File: config.mk
export PLATFORM = sky130hd
export DESIGN_NAME = frame_threshold_sched_flat
export DESIGN_NICKNAME = d
export VERILOG_FILES = /design/src/rtl/frame_threshold_sched_if.sv /design/src/rtl/frame_threshold_sched.sv /design/src/flat_wrapper.sv
export SDC_FILE = /design/constraint.sdc
export NUM_CORES = 1
export LEC_CHECK = 0
export ABC_CLOCK_PERIOD_IN_PS = 2850
export BUFFER_PORTS_ARGS = -buffer_cell sky130_fd_sc_hd__buf_2
export CORE_MARGIN = 1
export CORE_UTILIZATION = 59
export CTS_CLUSTER_SIZE = 12
export DETAILED_ROUTE_END_ITERATION = 7
export PLACE_DENSITY = 0.79
export SLEW_MARGIN = 0
export SYNTH_ARGS = -nofsm -noshare
export SYNTH_HDL_FRONTEND = slang
export SYNTH_SLANG_ARGS = --single-unit
File: constraint.sdc
create_clock -name clk -period 2.85 [get_ports clk]
set_clock_uncertainty 0.05 [all_clocks]
set_input_delay 0.1425 -clock clk [delete_from_list [all_inputs] [get_ports clk]]
set_output_delay 0.1425 -clock clk [all_outputs]
set_load 0.05 [all_outputs]
File: src/rtl/frame_threshold_sched_if.sv
// Key/vsync inputs and committed-threshold outputs of the frame threshold sequencer.
interface frame_threshold_sched_if;
  logic       key_add;
  logic       key_sub;
  logic       key_add_held;
  logic       key_sub_held;
  logic       frame_vsync;
  logic [3:0] Frame_Grade;
  logic [7:0] Frame_Threshold;
  logic       thr_update;
  logic       thr_pending;

  modport master (
    output key_add, key_sub, key_add_held, key_sub_held, frame_vsync,
    input  Frame_Grade, Frame_Threshold, thr_update, thr_pending
  );

  modport slave (
    input  key_add, key_sub, key_add_held, key_sub_held, frame_vsync,
    output Frame_Grade, Frame_Threshold, thr_update, thr_pending
  );
endinterface

File: src/rtl/frame_threshold_sched.sv
// Threshold grade sequencer: key steps with auto-repeat update a requested grade,
// which is committed to the datapath only on a frame boundary (or at once if IMMEDIATE).
module frame_threshold_sched #(
  parameter int unsigned GRADE_MAX     = 15,
  parameter int unsigned GRADE_INIT    = 8,
  parameter int unsigned THR_BASE      = 8,
  parameter int unsigned THR_STEP      = 16,
  parameter int unsigned REPEAT_DLY    = 50000000,
  parameter int unsigned REPEAT_PERIOD = 10000000,
  parameter bit          IMMEDIATE     = 1'b0
) (
  input  logic                    clk,
  input  logic                    rst,
  frame_threshold_sched_if.slave  bus
);

  function automatic logic [7:0] grade_to_thr(input logic [3:0] g);
    logic [11:0] wide;
    wide = 12'(THR_BASE) + 12'(g) * 12'(THR_STEP);
    return (wide > 12'd255) ? 8'hFF : wide[7:0];
  endfunction

  localparam logic [3:0]  GRADE_MAX_L  = 4'(GRADE_MAX);
  localparam logic [3:0]  GRADE_INIT_L = 4'(GRADE_INIT);
  localparam logic [7:0]  THR_INIT     = grade_to_thr(GRADE_INIT_L);
  localparam logic [25:0] DLY_LAST     = 26'(REPEAT_DLY - 1);
  localparam logic [25:0] PER_LAST     = 26'(REPEAT_PERIOD - 1);

  typedef enum logic [1:0] {
    S_IDLE,
    S_HOLD,
    S_REPEAT
  } state_t;

  state_t      state_q, state_d;
  logic        dir_add_q, dir_add_d;
  logic [25:0] cnt_q, cnt_d;
  logic [3:0]  grade_req_q, grade_req_d;
  logic [3:0]  frame_grade_q, frame_grade_d;
  logic [7:0]  frame_thr_q, frame_thr_d;
  logic        thr_update_q, thr_update_d;
  logic        vs_meta_q, vs_meta_d;
  logic        vs_sync_q, vs_sync_d;
  logic        vs_prev_q, vs_prev_d;

  logic        add_pulse;
  logic        sub_pulse;
  logic        held;
  logic        step;
  logic        vs_rise;
  logic        pending;
  logic        commit;
  logic [7:0]  thr_req;

  // Auto-repeat sequencing; a fresh single-key pulse always restarts the hold delay.
  always_comb begin
    state_d   = state_q;
    dir_add_d = dir_add_q;
    cnt_d     = cnt_q;
    step      = 1'b0;
    add_pulse = bus.key_add & ~bus.key_sub;
    sub_pulse = bus.key_sub & ~bus.key_add;
    held      = dir_add_q ? bus.key_add_held : bus.key_sub_held;

    if (add_pulse || sub_pulse) begin
      step      = 1'b1;
      dir_add_d = add_pulse;
      cnt_d     = '0;
      state_d   = S_HOLD;
    end else begin
      unique case (state_q)
        S_IDLE: begin
          cnt_d = '0;
        end
        S_HOLD: begin
          if (!held) begin
            state_d = S_IDLE;
            cnt_d   = '0;
          end else if (cnt_q == DLY_LAST) begin
            step    = 1'b1;
            cnt_d   = '0;
            state_d = S_REPEAT;
          end else begin
            cnt_d = cnt_q + 26'd1;
          end
        end
        S_REPEAT: begin
          if (!held) begin
            state_d = S_IDLE;
            cnt_d   = '0;
          end else if (cnt_q == PER_LAST) begin
            step  = 1'b1;
            cnt_d = '0;
          end else begin
            cnt_d = cnt_q + 26'd1;
          end
        end
        default: begin
          state_d = S_IDLE;
          cnt_d   = '0;
        end
      endcase
    end
  end

  always_comb begin
    grade_req_d = grade_req_q;
    if (step) begin
      if (dir_add_d) begin
        if (grade_req_q < GRADE_MAX_L) grade_req_d = grade_req_q + 4'd1;
      end else begin
        if (grade_req_q != '0) grade_req_d = grade_req_q - 4'd1;
      end
    end
  end

  // Commit samples the pre-step grade_req, so a step coinciding with a frame edge waits a frame.
  always_comb begin
    vs_meta_d     = bus.frame_vsync;
    vs_sync_d     = vs_meta_q;
    vs_prev_d     = vs_sync_q;
    vs_rise       = vs_sync_q & ~vs_prev_q;
    pending       = (grade_req_q != frame_grade_q);
    thr_req       = grade_to_thr(grade_req_q);
    commit        = pending & (IMMEDIATE ? 1'b1 : vs_rise);
    frame_grade_d = commit ? grade_req_q : frame_grade_q;
    frame_thr_d   = commit ? thr_req : frame_thr_q;
    thr_update_d  = commit;
  end

  always_ff @(posedge clk or posedge rst) begin
    if (rst) begin
      state_q       <= S_IDLE;
      dir_add_q     <= 1'b0;
      cnt_q         <= '0;
      grade_req_q   <= GRADE_INIT_L;
      frame_grade_q <= GRADE_INIT_L;
      frame_thr_q   <= THR_INIT;
      thr_update_q  <= 1'b0;
      vs_meta_q     <= 1'b0;
      vs_sync_q     <= 1'b0;
      vs_prev_q     <= 1'b0;
    end else begin
      state_q       <= state_d;
      dir_add_q     <= dir_add_d;
      cnt_q         <= cnt_d;
      grade_req_q   <= grade_req_d;
      frame_grade_q <= frame_grade_d;
      frame_thr_q   <= frame_thr_d;
      thr_update_q  <= thr_update_d;
      vs_meta_q     <= vs_meta_d;
      vs_sync_q     <= vs_sync_d;
      vs_prev_q     <= vs_prev_d;
    end
  end

  assign bus.Frame_Grade     = frame_grade_q;
  assign bus.Frame_Threshold = frame_thr_q;
  assign bus.thr_update      = thr_update_q;
  assign bus.thr_pending     = pending;

endmodule

File: src/flat_wrapper.sv
// flat-port wrapper written by rule: the top's interface ports become plain ports
module frame_threshold_sched_flat 
#(
  parameter int unsigned GRADE_MAX     = 15,
  parameter int unsigned GRADE_INIT    = 8,
  parameter int unsigned THR_BASE      = 8,
  parameter int unsigned THR_STEP      = 16,
  parameter int unsigned REPEAT_DLY    = 50000000,
  parameter int unsigned REPEAT_PERIOD = 10000000,
  parameter bit          IMMEDIATE     = 1'b0
)
  (clk, rst, bus_key_add, bus_key_sub, bus_key_add_held, bus_key_sub_held, bus_frame_vsync, bus_Frame_Grade, bus_Frame_Threshold, bus_thr_update, bus_thr_pending);
  frame_threshold_sched_if bus_i ();
  input  logic clk;
  input  logic rst;
  input wire logic [$bits(bus_i.key_add)-1:0] bus_key_add;
  input wire logic [$bits(bus_i.key_sub)-1:0] bus_key_sub;
  input wire logic [$bits(bus_i.key_add_held)-1:0] bus_key_add_held;
  input wire logic [$bits(bus_i.key_sub_held)-1:0] bus_key_sub_held;
  input wire logic [$bits(bus_i.frame_vsync)-1:0] bus_frame_vsync;
  output wire logic [$bits(bus_i.Frame_Grade)-1:0] bus_Frame_Grade;
  output wire logic [$bits(bus_i.Frame_Threshold)-1:0] bus_Frame_Threshold;
  output wire logic [$bits(bus_i.thr_update)-1:0] bus_thr_update;
  output wire logic [$bits(bus_i.thr_pending)-1:0] bus_thr_pending;
  assign bus_i.key_add = bus_key_add;
  assign bus_i.key_sub = bus_key_sub;
  assign bus_i.key_add_held = bus_key_add_held;
  assign bus_i.key_sub_held = bus_key_sub_held;
  assign bus_i.frame_vsync = bus_frame_vsync;
  assign bus_Frame_Grade = bus_i.Frame_Grade;
  assign bus_Frame_Threshold = bus_i.Frame_Threshold;
  assign bus_thr_update = bus_i.thr_update;
  assign bus_thr_pending = bus_i.thr_pending;
  frame_threshold_sched #(.GRADE_MAX(GRADE_MAX), .GRADE_INIT(GRADE_INIT), .THR_BASE(THR_BASE), .THR_STEP(THR_STEP), .REPEAT_DLY(REPEAT_DLY), .REPEAT_PERIOD(REPEAT_PERIOD), .IMMEDIATE(IMMEDIATE)) u_core (.clk(clk), .rst(rst), .bus(bus_i));
endmodule
==> reports/metrics.cfg, run 1 <==
[status]
status = finished clean

[global_route]
overflow = 0
grt_max_degree = 30
grt_pass1_wl_um = 7710
grt_pass1_vias = 1686
track_usage = 0.241
antenna_found_initial = 0

[floorplanning]
start_util = 0.630
top_level_ports = 21
row_count = 22
fp.dieH_um = 65.4
dieArea_um2 = 4280
coreArea_um2 = 3770
die_w_um = 65.4

[placed_design]
placed_area_um2 = 2450
dp_worst_setup_slack_ns = 0.605
hpwl_um = 3060
io_buffers = 16
dp.cells = 294
place.gp.congestion = 0.829

[detailed_routing]
drc = 0
via_count = 1752
dr.max_layer_used = met4
postRouteAntennaNets = 0
routed_wl_um = 4350
dr_wl_met2_um = 2050
first_pass_iters = 4
wl_met3_um = 124
via_per_inst = 5.78
wl_per_cell_um = 14.4
drt-initial-drc-count = 109
met1Wirelength_um = 2140

[synth]
yosysSeqAreaShare = 0.433
ys_seq_elements = 41
synthArstFlopShare = 1.00
synth_ff_type = dfrtp_1
ys_warn_count = 0
synth_edf_count = 0
syn_inst = 240
synth_top_area_cell = dfrtp_1
syn_area_um2 = 2370
synth_area_leaders = dfrtp_1 41%, xnor2_1 6.6%, xor2_1 4.8%
ys_types = 46
postSynthAreaPerCell_um2 = 9.89
synth.top_cell.area_share = 0.411

[hold_path]
hold_path_class = in2async

[cells_and_area]
regArea_um2 = 1030
multi_input_comb_area_um2 = 1210
fin_util = 0.682
n_antenna_cell = 0
fillCellCount = 297
drive_gt1_frac = 0.173
fin_cells = 303
final_common_cell = dfrtp_1
final_cell_mix = 39 x dfrtp_1, 30 x nor2_1, 18 x xnor2_1
syn_to_final_growth_pct = 8.32
nets = 269
final_area_um2 = 2570

[power_and_ir_drop]
power_mw = 1.94
p_per_area_nw_per_um2 = 752
peakVddDrop_mv = 0.767
p_leak_nw = 1.05

[setup_path]
worstPathMaxFanout = 26
endpoint_kind = flip-flop
slowest_delay_ns = 0.54
cp-start-kind = flip-flop
crit_type = reg2reg
required_ns = 2.97
cp.arrival_ns = 2.37
crit_chain = or4_4 > nor4_4 > o22ai_1 > o211ai_4 > buf_4 > nor2_1
cp_slowest_cell = or4_4

[timing]
fin_ws_ns = 0.604
holdWs_ns = 0.0504
rsz0062_at_grt = no
hold_viol = 0
fmax_ghz = 0.445
worst_slew_pin_slew_ns = 1.07
setup_viol = 0
period_share = 0.788
setup_tns_ns = 0
slew_headroom = 0.287
final_max_slew_viol_count = 0
min_period_ns = 2.25

[clock_tree]
cts-root-buf = clkbuf_8
cts-htree-levels = 2
clock_sinks = 41
clkTransAtPathRegs_ns = 0.08
clk_latency_ns = 0.29
hold_buffers = 1
tritoncts = yes
numCtsBuffers = 5
clockBufferDepth = 2
post_cts_buffers = 0
cts_resized = 0

[job]
maxCapViolCount = 0

[worst max-delay path: cells and delay by family, from the launching register on]
family | cells | cell delay (ns)
simple gates | 3 | 0.98
flops | 1 | 0.44
buf+inv | 1 | 0.29
compound gates | 2 | 0.36
[cells by family after synthesis]
family,share of synthesized area
compound gates,0.0743
xor+xnor,0.114
fa+ha+maj,0.0453
buf+inv,0.0616
flops,0.433
mux,0.0284
other cells,0.00316
simple gates,0.240
[layer usage]
metal  track usage  vias to the layer above
met5             0                        -
met2         0.375                       30
met1         0.344                      865
met4        0.0734                        0
li1              -                      853
met3        0.0417                        4
[worst paths after layout]
check | from | endpoint | slack [ns] | cells past startpoint
hold reg to reg | u_core.vs_meta_q | u_core.vs_prev_d | 0.31 | 0
setup reg to reg | u_core.cnt_q[8] | u_core.cnt_q[25] | 0.60 | 6
hold / removal | rst | u_core.vs_prev_d | 0.05 | 2
max in group asynchronous | rst | u_core.grade_req_q[3] | 1.94 | 3
setup / recovery | u_core.cnt_q[8] | u_core.cnt_q[25] | 0.60 | 6
min in group clk | bus_key_add | u_core.dir_add_q | 0.29 | 3
[registers in the layout (all words and copies together), names as in the netlist]
name and cells:
u_core.dir_add_q 1, u_core.vs_prev_d 1, u_core.state_q 2, u_core.bus.thr_update 1
u_core.vs_meta_q 1, u_core.cnt_q 26, u_core.bus.Frame_Threshold 4, u_core.vs_prev_q 1
u_core.grade_req_q 4
[synthesized netlist by cell type (2+ instances only)]
| library cell | n |
|---|---|
| o21ai_0 | 3 |
| xnor2_1 | 18 |
| nand3b_1 | 2 |
| xor2_1 | 13 |
| nor2b_1 | 2 |
| buf_4 | 8 |
| a21oi_1 | 5 |
| nor2_1 | 30 |
| ha_1 | 7 |
| mux2_2 | 6 |
| nand3_1 | 16 |
| clkbuf_1 | 6 |
| nor3_1 | 7 |
| dfrtp_1 | 39 |
| and3_1 | 5 |
| nand4b_1 | 3 |
| inv_1 | 11 |
| buf_6 | 2 |
| dfstp_2 | 2 |
| nor4b_1 | 2 |
| nand2_1 | 13 |
| nor4_1 | 5 |
| nand4_1 | 9 |
| conb_1 | 2 |
| and4_1 | 3 |
[final cells by class]
type / count / share of cell area
clock buffer: 5 / 0.0268
clock inverter: 3 / 0.0180
inverter: 11 / 0.0161
multi-input combinational: 174 / 0.469
sequential: 41 / 0.400
tap: 48 / 0.0233
timing repair buffer: 21 / 0.0467
[power breakdown]
group          internal [mW]  switching, mW  total, mW
Combinational          0.251          0.450      0.701
Sequential             0.662          0.107      0.769
Clock                  0.262          0.203      0.465
Total                   1.17          0.760       1.94
Note: power is estimated with default switching activity, not from simulation.
==> inputs of run 2 (changes only) <==
--- a/config.mk
+++ b/config.mk
@@ -5,7 +5,8 @@
 export SDC_FILE = /design/constraint.sdc
 export NUM_CORES = 1
 export LEC_CHECK = 0
-export ABC_CLOCK_PERIOD_IN_PS = 2850
+export ABC_AREA = 1
+export ABC_CLOCK_PERIOD_IN_PS = 2220
 export BUFFER_PORTS_ARGS = -buffer_cell sky130_fd_sc_hd__buf_2
 export CORE_MARGIN = 1
 export CORE_UTILIZATION = 59
==> constraint.sdc (replaced) <==
create_clock -name clk -period 2.22 [get_ports clk]
set_clock_uncertainty 0.05 [all_clocks]
set_input_delay 0.111 -clock clk [delete_from_list [all_inputs] [get_ports clk]]
set_output_delay 0.111 -clock clk [all_outputs]
set_load 0.05 [all_outputs]
==> run 2 against run 1 <==
Cell count rose by 20%; register-to-register slack got worse by 0.27 ns; maximum frequency rose by 19%; critical path depth rose by 5; sequential share of layout area fell by 0.69 points; die area rose by 1.1%; count of clock-buffer cells in the layout did not move; worst setup slack got worse by 0.27 ns; synthesized cell count rose by 23%; power rose by 36%; combinational power rose by 47%; critical path type unchanged; critical endpoint unchanged; largest cell class unchanged; highest routed layer unchanged.
==> reports/metrics.cfg, run 2 <==
[power_and_ir_drop]
power.internal_mw = 1.50
clkPwrFrac = 0.232
pwr-share-seq = 0.376
peakVddDrop_mv = 0.967
power_mw = 2.63
p_per_area_nw_per_um2 = 1000
p_comb_frac = 0.391
p_leak_nw = 1.18
switching_share = 0.429
p_switching_mw = 1.13

[setup_path]
crit_chain = ha_1 > nand2_2 > nor2_1 > nand2_1 > nor2_1 > nand2_1 > nand2_1 > nand2_2 > nand2_4 > nor2_1 > o21a_1
worstPathMaxFanout = 26
cp_slowest_cell = dfrtp_1
cp-start-kind = flip-flop
r2r-start = u_core.cnt_q[0]
r2r_end = u_core.cnt_q[25]
cp_num_buf_inv = 0
cp.arrival_ns = 2.03
slowest_delay_ns = 0.38
required_ns = 2.36
endpoint_kind = flip-flop
path_delay_family = simple AND/OR/NAND/NOR gates
crit_type = reg2reg
r2r_cells = 11
reg2reg_slack_ns = 0.33

[cells_and_area]
largest_register = u_core.cnt_q
nets = 330
largest_reg_flops = 26
final_cell_mix = 58 x nand2_1, 57 x nor2_1, 39 x dfrtp_1
final_common_cell = nand2_1
drive_gt1_frac = 0.152
n_antenna_cell = 0
syn_to_final_growth_pct = 8.96
fin_cells = 364
fin_util = 0.694

[synth]
synth_edf_count = 0
synth_most_common_cell = nand2_1
synth_commonest_cells = 58 x nand2_1, 57 x nor2_1, 39 x dfrtp_1
yosysSeqAreaShare = 0.428
ys_seq_elements = 41
synth_ff_type = dfrtp_1
synthArstFlopShare = 1.00
syn_inst = 296
syn_area_um2 = 2400
ys_types = 33
postSynthAreaPerCell_um2 = 8.12
ys_warn_count = 0
synth_top_area_cell = dfrtp_1
synth_area_leaders = dfrtp_1 41%, nand2_1 9.1%, nor2_1 8.9%
synth.top_cell.area_share = 0.406

[global_route]
track_usage = 0.240
overflow = 0
grt_pass1_wl_um = 7870
grt_pass1_vias = 1782
antenna_found_initial = 0
grt_max_degree = 42

[placed_design]
place.gp.congestion = 0.896
dp_worst_setup_slack_ns = 0.108
io_buffers = 16
hpwl_um = 3290
dp.cells = 354

[clock_tree]
clockBufferDepth = 2
hold_buffers = 2
clk_latency_ns = 0.30
tritoncts = yes
numCtsBuffers = 5
post_cts_buffers = 0
clock_sinks = 41
cts_resized = 0
cts-htree-levels = 2
clkTransAtPathRegs_ns = 0.08
cts-root-buf = clkbuf_8

[timing]
min_period_ns = 1.89
setup_viol = 0
hold_viol = 0
fin_ws_ns = 0.335
setup_tns_ns = 0
slew_headroom = 0.666
fmax_ghz = 0.530
period_share = 0.849
worst_slew_pin_slew_ns = 0.501
final_max_slew_viol_count = 0
rsz0062_at_grt = no

[hold_path]
min_from = bus_key_add
hold_path_class = in2reg
min_to = u_core.state_q[0]
min_path_cells = 3

[floorplanning]
fp.dieH_um = 65.8
coreArea_um2 = 3770
start_util = 0.637
die_w_um = 65.8
dieArea_um2 = 4330
top_level_ports = 21
row_count = 22

[detailed_routing]
postRouteAntennaNets = 0
dr.max_layer_used = met4
wl_met3_um = 112
first_pass_iters = 5
routed_wl_um = 4560
dr_wl_met2_um = 2090
drc = 0
via_per_inst = 5.16
wl_per_cell_um = 12.5
drt-initial-drc-count = 148
met1Wirelength_um = 2260
via_count = 1879

[status]
status = finished clean

[job]
maxCapViolCount = 0

## run 2: changes by cell type after synthesis, sizes merged, moves of 4 or more
cell | previous run | this run
xor2 | 13 | 17
nor4 | 6 | 2
nand4 | 9 | 5
and4 | 4 | 0
and3 | 5 | 0
xnor2 | 18 | 9
inv | 11 | 34
nor2 | 30 | 61
clkbuf | 6 | 0
o21ai | 3 | 7
nand2 | 13 | 65
mux2 | 6 | 0
## run 2: worst reg2reg max path: cells and delay by family (launching register included)
| family | cells | cell delay [ns] |
|---|---|---|
| adder cells (fa/ha/maj) | 1 | 0.19 |
| flip-flops | 1 | 0.38 |
| AO/OA/AOI/OAI | 1 | 0.11 |
| AND/OR/NAND/NOR | 9 | 1.04 |
## run 2: area by class of cell
cell class                      instances  area [um^2]
Clock buffer                            5         68.8
Clock inverter                          3         46.3
Fill cell                             310         1150
Inverter                               34          128
Multi-Input combinational cell        213         1170
Sequential cell                        41         1030
Tap cell                               48         60.1
Timing Repair Buffer                   20          115
## run 2: per-layer routing
layer | vias up | global-route usage
met5 | - | 0
met4 | 0 | 0.109
met3 | 10 | 0.0483
met2 | 34 | 0.371
met1 | 887 | 0.322
li1 | 948 | -
## run 2: power by group through the flow
stage / Clock [mW] / Sequential [mW] / Combinational, mW
after floorplan: 0 / 1.11 / 0.751
after global placement: 0 / 0.994 / 0.984
after detailed placement: 0 / 1.00 / 1.02
after CTS: 0.620 / 0.989 / 1.03
after global routing: 0.652 / 1.01 / 1.12
final: 0.611 / 0.990 / 1.03
## run 2: per-stage QoR
stage / hold WS (ns) / area, um^2
after floorplan: 0.0924 / 2410
after global placement: 0.169 / 2480
after detailed placement: 0.180 / 2480
after CTS: 0.184 / 2620
after global routing: 0.219 / 2620
final: 0.184 / 2620
## run 2: how the worst max path moves through the flow
| stage | to | start | cells past startpoint |
|---|---|---|---|
| floorplan | u_core.bus.Frame_Threshold[4] | u_core.bus.Frame_Threshold[7] | 4 |
| global placement | u_core.grade_req_q[3] | bus_key_sub | 13 |
| detailed placement | u_core.grade_req_q[3] | bus_key_sub | 13 |
| CTS | u_core.cnt_q[25] | u_core.cnt_q[0] | 11 |
| global route | u_core.cnt_q[25] | u_core.cnt_q[0] | 11 |
| finish | u_core.cnt_q[25] | u_core.cnt_q[0] | 11 |
## run 2: cell families after synthesis
logic type / after synthesis / synth area share
AND/OR/NAND/NOR: 162 / 0.307
buffers and inverters: 44 / 0.0875
flip-flops: 41 / 0.428
XOR/XNOR: 26 / 0.0948
AO/OA/AOI/OAI: 13 / 0.0344
adder cells (fa/ha/maj): 8 / 0.0448
other: 2 / 0.00313
